$ cat src/rtl/timer_arb_pkg.sv
// Shared types and constants for the timer access arbiter.
// Optional macro TIMER_ARB_LOCK_EN adds requester lock support in the top.
package timer_arb_pkg;

  localparam int unsigned TIM_ADDR_W = 4;
  localparam int unsigned TIM_DATA_W = 16;

  typedef enum logic [1:0] {
    IDLE   = 2'd0,
    ACCESS = 2'd1,
    RESP   = 2'd2
  } arb_state_e;

  localparam logic [TIM_ADDR_W-1:0] TIM_ADDR_COUNT = 4'h0;
  localparam logic [TIM_ADDR_W-1:0] TIM_ADDR_CTRL  = 4'h1;

  // Command latched at grant time for the duration of one access
  typedef struct packed {
    logic                  wr;
    logic [TIM_ADDR_W-1:0] addr;
  } tim_cmd_t;

  // Increment an index modulo n
  function automatic int unsigned wrap_inc(input int unsigned idx, input int unsigned n);
    return (idx + 1 >= n) ? 0 : idx + 1;
  endfunction

endpackage

$ cat src/rtl/rr_arbiter.sv
// Combinational rotate-priority arbiter: first masked request at or after ptr wins.
module rr_arbiter
  import timer_arb_pkg::*;
#(
  parameter int unsigned NREQ = 4
) (
  input  logic [NREQ-1:0]                             req,
  input  logic [NREQ-1:0]                             mask,
  input  logic [((NREQ > 1) ? $clog2(NREQ) : 1)-1:0]  ptr,
  output logic [NREQ-1:0]                             grant,
  output logic [((NREQ > 1) ? $clog2(NREQ) : 1)-1:0]  idx
);

  localparam int unsigned IDXW = (NREQ > 1) ? $clog2(NREQ) : 1;

  logic        found;
  int unsigned pos;

  always_comb begin
    grant = '0;
    idx   = '0;
    found = 1'b0;
    pos   = 0;
    for (int unsigned i = 0; i < NREQ; i++) begin
      pos = 32'(ptr) + i;
      if (pos >= NREQ) pos = pos - NREQ;
      if (!found && req[IDXW'(pos)] && mask[IDXW'(pos)]) begin
        found               = 1'b1;
        grant[IDXW'(pos)]   = 1'b1;
        idx                 = IDXW'(pos);
      end
    end
  end

endmodule

$ cat src/rtl/timer_access_arbiter.sv
// Round-robin sharing of one peripheral_timer register port among NREQ requesters.
// Define TIMER_ARB_LOCK_EN to add the req_lock input for atomic access sequences.
module timer_access_arbiter
  import timer_arb_pkg::*;
#(
  parameter int unsigned NREQ          = 4,
  parameter int unsigned STROBE_CYCLES = 2
) (
  input  logic                  clk,
  input  logic                  rst,
  input  logic [NREQ-1:0]       req_valid,
  input  logic [NREQ-1:0]       req_wr,
  input  logic [4*NREQ-1:0]     req_addr,
`ifdef TIMER_ARB_LOCK_EN
  input  logic [NREQ-1:0]       req_lock,
`endif
  output logic [NREQ-1:0]       req_ready,
  output logic [NREQ-1:0]       rsp_valid,
  output logic [TIM_DATA_W-1:0] rsp_data,
  output logic                  tim_cs,
  output logic                  tim_rd,
  output logic                  tim_wr,
  output logic [TIM_ADDR_W-1:0] tim_addr,
  input  logic [TIM_DATA_W-1:0] tim_rdata
);

  localparam int unsigned IDXW = (NREQ > 1) ? $clog2(NREQ) : 1;
  localparam int unsigned CNTW = (STROBE_CYCLES > 1) ? $clog2(STROBE_CYCLES) : 1;
  localparam logic [CNTW-1:0] CNT_LAST = CNTW'(STROBE_CYCLES - 1);

  arb_state_e            state_q, state_d;
  logic [CNTW-1:0]       cnt_q, cnt_d;
  logic [IDXW-1:0]       g_q, g_d;
  logic [IDXW-1:0]       ptr_q, ptr_d;
  tim_cmd_t              cmd_q, cmd_d;
  logic [NREQ-1:0]       req_ready_q, req_ready_d;
  logic [NREQ-1:0]       rsp_valid_q, rsp_valid_d;
  logic [TIM_DATA_W-1:0] rsp_data_q, rsp_data_d;
  logic                  tim_cs_q, tim_cs_d;
  logic                  tim_rd_q, tim_rd_d;
  logic                  tim_wr_q, tim_wr_d;
  logic [TIM_ADDR_W-1:0] tim_addr_q, tim_addr_d;
`ifdef TIMER_ARB_LOCK_EN
  logic                  lock_q, lock_d;
`endif

  logic [TIM_ADDR_W-1:0] addr_arr [NREQ];
  logic [NREQ-1:0]       g_onehot;
  logic [NREQ-1:0]       arb_mask;
  logic [NREQ-1:0]       arb_gnt;
  logic [IDXW-1:0]       arb_idx;
  logic [IDXW-1:0]       ptr_inc;
  logic                  arb_any;

  always_comb begin
    for (int i = 0; i < int'(NREQ); i++) addr_arr[i] = req_addr[4*i +: 4];
  end

  always_comb begin
    g_onehot       = '0;
    g_onehot[g_q]  = 1'b1;
  end

  assign ptr_inc = IDXW'(wrap_inc(32'(g_q), NREQ));

  // While locked only the owning requester may win the next grant
`ifdef TIMER_ARB_LOCK_EN
  assign arb_mask = lock_q ? g_onehot : '1;
`else
  assign arb_mask = '1;
`endif

  rr_arbiter #(.NREQ(NREQ)) u_rr_arbiter (
    .req   (req_valid),
    .mask  (arb_mask),
    .ptr   (ptr_q),
    .grant (arb_gnt),
    .idx   (arb_idx)
  );

  assign arb_any = |arb_gnt;

  // Next-state and next-output logic; outputs are registered from the *_d values
  always_comb begin
    state_d     = state_q;
    cnt_d       = cnt_q;
    g_d         = g_q;
    ptr_d       = ptr_q;
    cmd_d       = cmd_q;
    req_ready_d = '0;
    rsp_valid_d = '0;
    rsp_data_d  = rsp_data_q;
    tim_cs_d    = 1'b0;
    tim_rd_d    = 1'b0;
    tim_wr_d    = 1'b0;
    tim_addr_d  = tim_addr_q;
`ifdef TIMER_ARB_LOCK_EN
    lock_d      = lock_q;
`endif

    case (state_q)
      IDLE: begin
`ifdef TIMER_ARB_LOCK_EN
        if (lock_q && !req_valid[g_q]) begin
          lock_d = 1'b0;
          ptr_d  = ptr_inc;
        end
`endif
        if (arb_any) begin
          state_d     = ACCESS;
          cnt_d       = '0;
          g_d         = arb_idx;
          cmd_d.wr    = req_wr[arb_idx];
          cmd_d.addr  = addr_arr[arb_idx];
          req_ready_d = arb_gnt;
          tim_cs_d    = 1'b1;
          tim_rd_d    = ~req_wr[arb_idx];
          tim_wr_d    = req_wr[arb_idx];
          tim_addr_d  = addr_arr[arb_idx];
        end
      end

      ACCESS: begin
        if (cnt_q == CNT_LAST) begin
          state_d     = RESP;
          rsp_valid_d = g_onehot;
          rsp_data_d  = cmd_q.wr ? '0 : tim_rdata;
        end else begin
          cnt_d    = cnt_q + CNTW'(1);
          tim_cs_d = 1'b1;
          tim_rd_d = ~cmd_q.wr;
          tim_wr_d = cmd_q.wr;
        end
      end

      RESP: begin
        state_d = IDLE;
        ptr_d   = ptr_inc;
`ifdef TIMER_ARB_LOCK_EN
        lock_d  = req_lock[g_q];
        if (req_lock[g_q]) ptr_d = g_q;
`endif
      end

      default: state_d = IDLE;
    endcase
  end

  always_ff @(posedge clk or negedge rst) begin
    if (!rst) begin
      state_q     <= IDLE;
      cnt_q       <= '0;
      g_q         <= '0;
      ptr_q       <= '0;
      cmd_q       <= '0;
      req_ready_q <= '0;
      rsp_valid_q <= '0;
      rsp_data_q  <= '0;
      tim_cs_q    <= 1'b0;
      tim_rd_q    <= 1'b0;
      tim_wr_q    <= 1'b0;
      tim_addr_q  <= '0;
`ifdef TIMER_ARB_LOCK_EN
      lock_q      <= 1'b0;
`endif
    end else begin
      state_q     <= state_d;
      cnt_q       <= cnt_d;
      g_q         <= g_d;
      ptr_q       <= ptr_d;
      cmd_q       <= cmd_d;
      req_ready_q <= req_ready_d;
      rsp_valid_q <= rsp_valid_d;
      rsp_data_q  <= rsp_data_d;
      tim_cs_q    <= tim_cs_d;
      tim_rd_q    <= tim_rd_d;
      tim_wr_q    <= tim_wr_d;
      tim_addr_q  <= tim_addr_d;
`ifdef TIMER_ARB_LOCK_EN
      lock_q      <= lock_d;
`endif
    end
  end

  assign req_ready = req_ready_q;
  assign rsp_valid = rsp_valid_q;
  assign rsp_data  = rsp_data_q;
  assign tim_cs    = tim_cs_q;
  assign tim_rd    = tim_rd_q;
  assign tim_wr    = tim_wr_q;
  assign tim_addr  = tim_addr_q;

endmodule

$ cat config.mk
export PLATFORM = sky130hd
export DESIGN_NAME = timer_access_arbiter
export DESIGN_NICKNAME = d
export VERILOG_FILES = /design/src/rtl/timer_arb_pkg.sv /design/src/rtl/rr_arbiter.sv /design/src/rtl/timer_access_arbiter.sv
export SDC_FILE = /design/constraint.sdc
export NUM_CORES = 1
export LEC_CHECK = 0
export CORE_ASPECT_RATIO = 1.75
export CORE_MARGIN = 4
export CORE_UTILIZATION = 47
export CTS_CLUSTER_DIAMETER = 200
export DETAILED_ROUTE_END_ITERATION = 7
export PLACE_DENSITY = 0.81
export SETUP_SLACK_MARGIN = 0.1
export SYNTH_ARGS = -nofsm -noshare
export SYNTH_HDL_FRONTEND = slang
export SYNTH_SLANG_ARGS = --single-unit
$ cat constraint.sdc
create_clock -name clk -period 3.9 [get_ports clk]
set_input_delay 0.585 -clock clk [delete_from_list [all_inputs] [get_ports clk]]
set_output_delay 0.585 -clock clk [all_outputs]
set_load 0.02 [all_outputs]
==> impl_metrics.yaml <==
critical_path:
  critPathCapture: "tim_addr[1]"
  slowest_delay_ns: 0.65
  r2r_slack_ns: 0.51
  rr_endpoint: "tim_addr[1]"
  crit_type: "primary input to flip-flop"
  r2r-start: "ptr_q[0]"
  setup.worst_path.start_class: "primary input"
  worst-path-max-fanout: 11
  worstRegToRegCells: 8
  slowest_stage: "mux4_2"
  cp.required_ns: 4.07
  startpoint: "req_valid[3]"
  endpoint_kind: "flip-flop"
  arrival_ns: 3.59
  worstPathCellList: "clkdlybuf4s50_1, mux4_2, a2111oi_0, o2bb2ai_1, or4_4, nand2_4, mux2_2"
global_routing:
  grt_overflow: 0
  grt_pass1_wl_um: 9004
  grt_util_all_layers: 0.1938
  grt_max_degree: 40
  grt_antenna_before_repair: 0
  grt_pass1_vias: 1944
timing:
  final.setup_skew_ns: 0.009380
  fin_crit_sh: 0.8766
  fmax_mhz: 292.5
  hold_viol_final: 0
  finalMaxSlewViolations: 0
  finalSetupTns_ns: 0
  tightest_slew_ns: 1.180
  rsz0062_at_grt: "no"
  setup_ws_ns: 0.4815
  min_period_ns: 3.419
  setup_viol: 0
  relSlewSlack: 0.2079
placement:
  dp_slack_ns: 0.2260
  place_congestion: 1.072
  port_buffers: 72
  hpwl_um: 4347
clock_network:
  htreeDepth: 2
  cts_root_buffer: "clkbuf_8"
  cts_resized: 0
  cts_hold_buf: 0
  cts_sinks: 39
  cts_made_buffers: 5
  clockBufferDepth: 2
  clk_transition_reported_paths_ns: 0.07
  insertion_delay_ns: 0.29
  cts_setup_buffers: 0
  tritoncts: "done"
routing:
  detail_route.wl_per_cell_um: 15.87
  route.final.wire_length_um: 5572
  drtIter0Drc: 64
  final_antenna_net_count: 0
  dr.pass1.iters: 4
  avgViaCountPerCell: 5.561
  drcViolationCount: 0
  routed-via-count: 1952
logic_synthesis:
  synthTopCellsByArea: "dfrtp_1 42%, mux2i_1 9.1%, nand2b_1 5.9%"
  synth-edff-count: 0
  yosys_most_used_dff: "dfrtp_1"
  synth_area_um2: 2320
  synthesis.nets: 284
  syn_area_per_cell_um2: 9.999
  synth_common_cells: "39 x dfrtp_1, 26 x nand2_1, 22 x nand2b_1"
  synth_top_area_cell: "dfrtp_1"
  synthDistinctLibCells: 37
  seq_area_frac_synth: 0.4207
  netlist_instances: 232
  synthMostInstantiatedCell: "dfrtp_1"
  yosys_warnings: 0
  synth_top_area_share: 0.4207
  ys_ff_latch: 39
  synth-async-reset-ratio: 1.000
pwr:
  powerDensity_nw_per_um2: 817.4
  leakagePower_nw: 1.394
  peakVddDrop_uv: 499.6
  total_power_mw: 2.589
floorplan:
  floorplan.initialDensity: 0.4885
  row_count: 33
  die_h_um: 100.9
  die_w_um: 61.11
  io-pin-count: 73
  dieArea_um2: 6168
  core_um2: 4748
job:
  drv.max_cap_violation_count: 0
layout:
  n_antenna_cell: 0
  drive_gt1_frac: 0.08696
  syn_to_final_growth_pct: 36.52
  fin_nets: 350
worst_hold_path:
  holdCritPathClass: "primary input to asynchronous set/reset pin"
status:
  status: "finished, final reports clean"
[where the power goes]
| part | switching (mW) | internal, mW | total [mW] |
|---|---|---|---|
| logic | 0.834 | 0.727 | 1.56 |
| clock network | 0.135 | 0.207 | 0.342 |
| registers | 0.115 | 0.570 | 0.685 |
| total | 1.08 | 1.50 | 2.59 |
[registers in the layout (all words and copies together), names as in the netlist, 2 cells and up]
name	flops
g_q	2
ptr_q	2
req_ready	4
rsp_data	16
rsp_valid	4
state_q	2
tim_addr	4
[final cells by class]
| type | instances | area [µm²] |
|---|---|---|
| fill | 404 | 1582 |
| multi-input combinational | 172 | 1251 |
| sequential | 39 | 975.9 |
| timing repair buffer | 75 | 738.2 |
| clock buffer | 6 | 82.58 |
| tap | 52 | 65.06 |
| clock inverter | 2 | 35.03 |
| inverter | 5 | 18.77 |
[stage by stage]
| step | instances | cell area [µm²] | hold WS (ns) | util |
|---|---|---|---|---|
| floorplan | 232 | 2320 | 0.2894 | - |
| global placement | 343 | 3049 | 0.4618 | 0.6422 |
| detailed placement | 343 | 3049 | 0.4700 | 0.6422 |
| CTS | 351 | 3167 | 0.4080 | 0.6669 |
| global route | 351 | 3167 | 0.4612 | 0.6669 |
| finish | 351 | 3167 | 0.3885 | 0.6669 |
[layout by cell type (no fill, tap or decap), types with 2 or more instances in the layout]
cell             count
nand2b_1            22
buf_4                3
a211oi_1             3
nand2_1             26
inv_1                5
o21ai_0             20
mux2i_1             21
dfrtp_1             39
ha_1                10
o2bb2ai_1            4
o22ai_1              5
and3_1               7
nor2_1               5
o31ai_1              2
nor2b_1              7
and2_1               4
nor3_1               2
nor3b_1              6
and3b_1              2
clkdlybuf4s50_1     71
a21oi_1              2
a2111oi_0            2
mux2_2               8
clkbuf_8             6
[worst max-delay path, delay by kind of cell]
kind            cells  cell delay (ns)
buf+inv             1             0.57
mux                 2             1.00
compound gates      2             0.74
simple gates        2             0.70
[cells by family after synthesis]
logic type                 count (synthesis)  synth area share
AOI/OAI and AO/OA                         47            0.1397
adders and majority gates                 10           0.05394
buffers and inverters                     21           0.03991
DFF                                       39            0.4207
muxes                                     31            0.1440
and+or+nand+nor                           84            0.2017
[per-layer routing]
layer	GRT usage	share of wire	vias up
li1	-	-	947
met1	0.1933	0.35	920
met2	0.3573	0.56	65
met3	0.02821	0.042	20
met4	0.1102	0.044	0
met5	0	0	-
[worst min-delay path by stage]
stage	slack, ns	from	to	cells after the start
after floorplan	0.29	rst	cmd_q[4]	0
after global placement	0.46	rsp_data[6]	rsp_data[6]	2
after detailed placement	0.47	rsp_data[8]	rsp_data[8]	2
after CTS	0.41	rst	state_q[0]	1
after global routing	0.46	rst	ptr_q[1]	1
final	0.39	rst	state_q[0]	1
No activity file was read; power rests on OpenSTA's default activity.
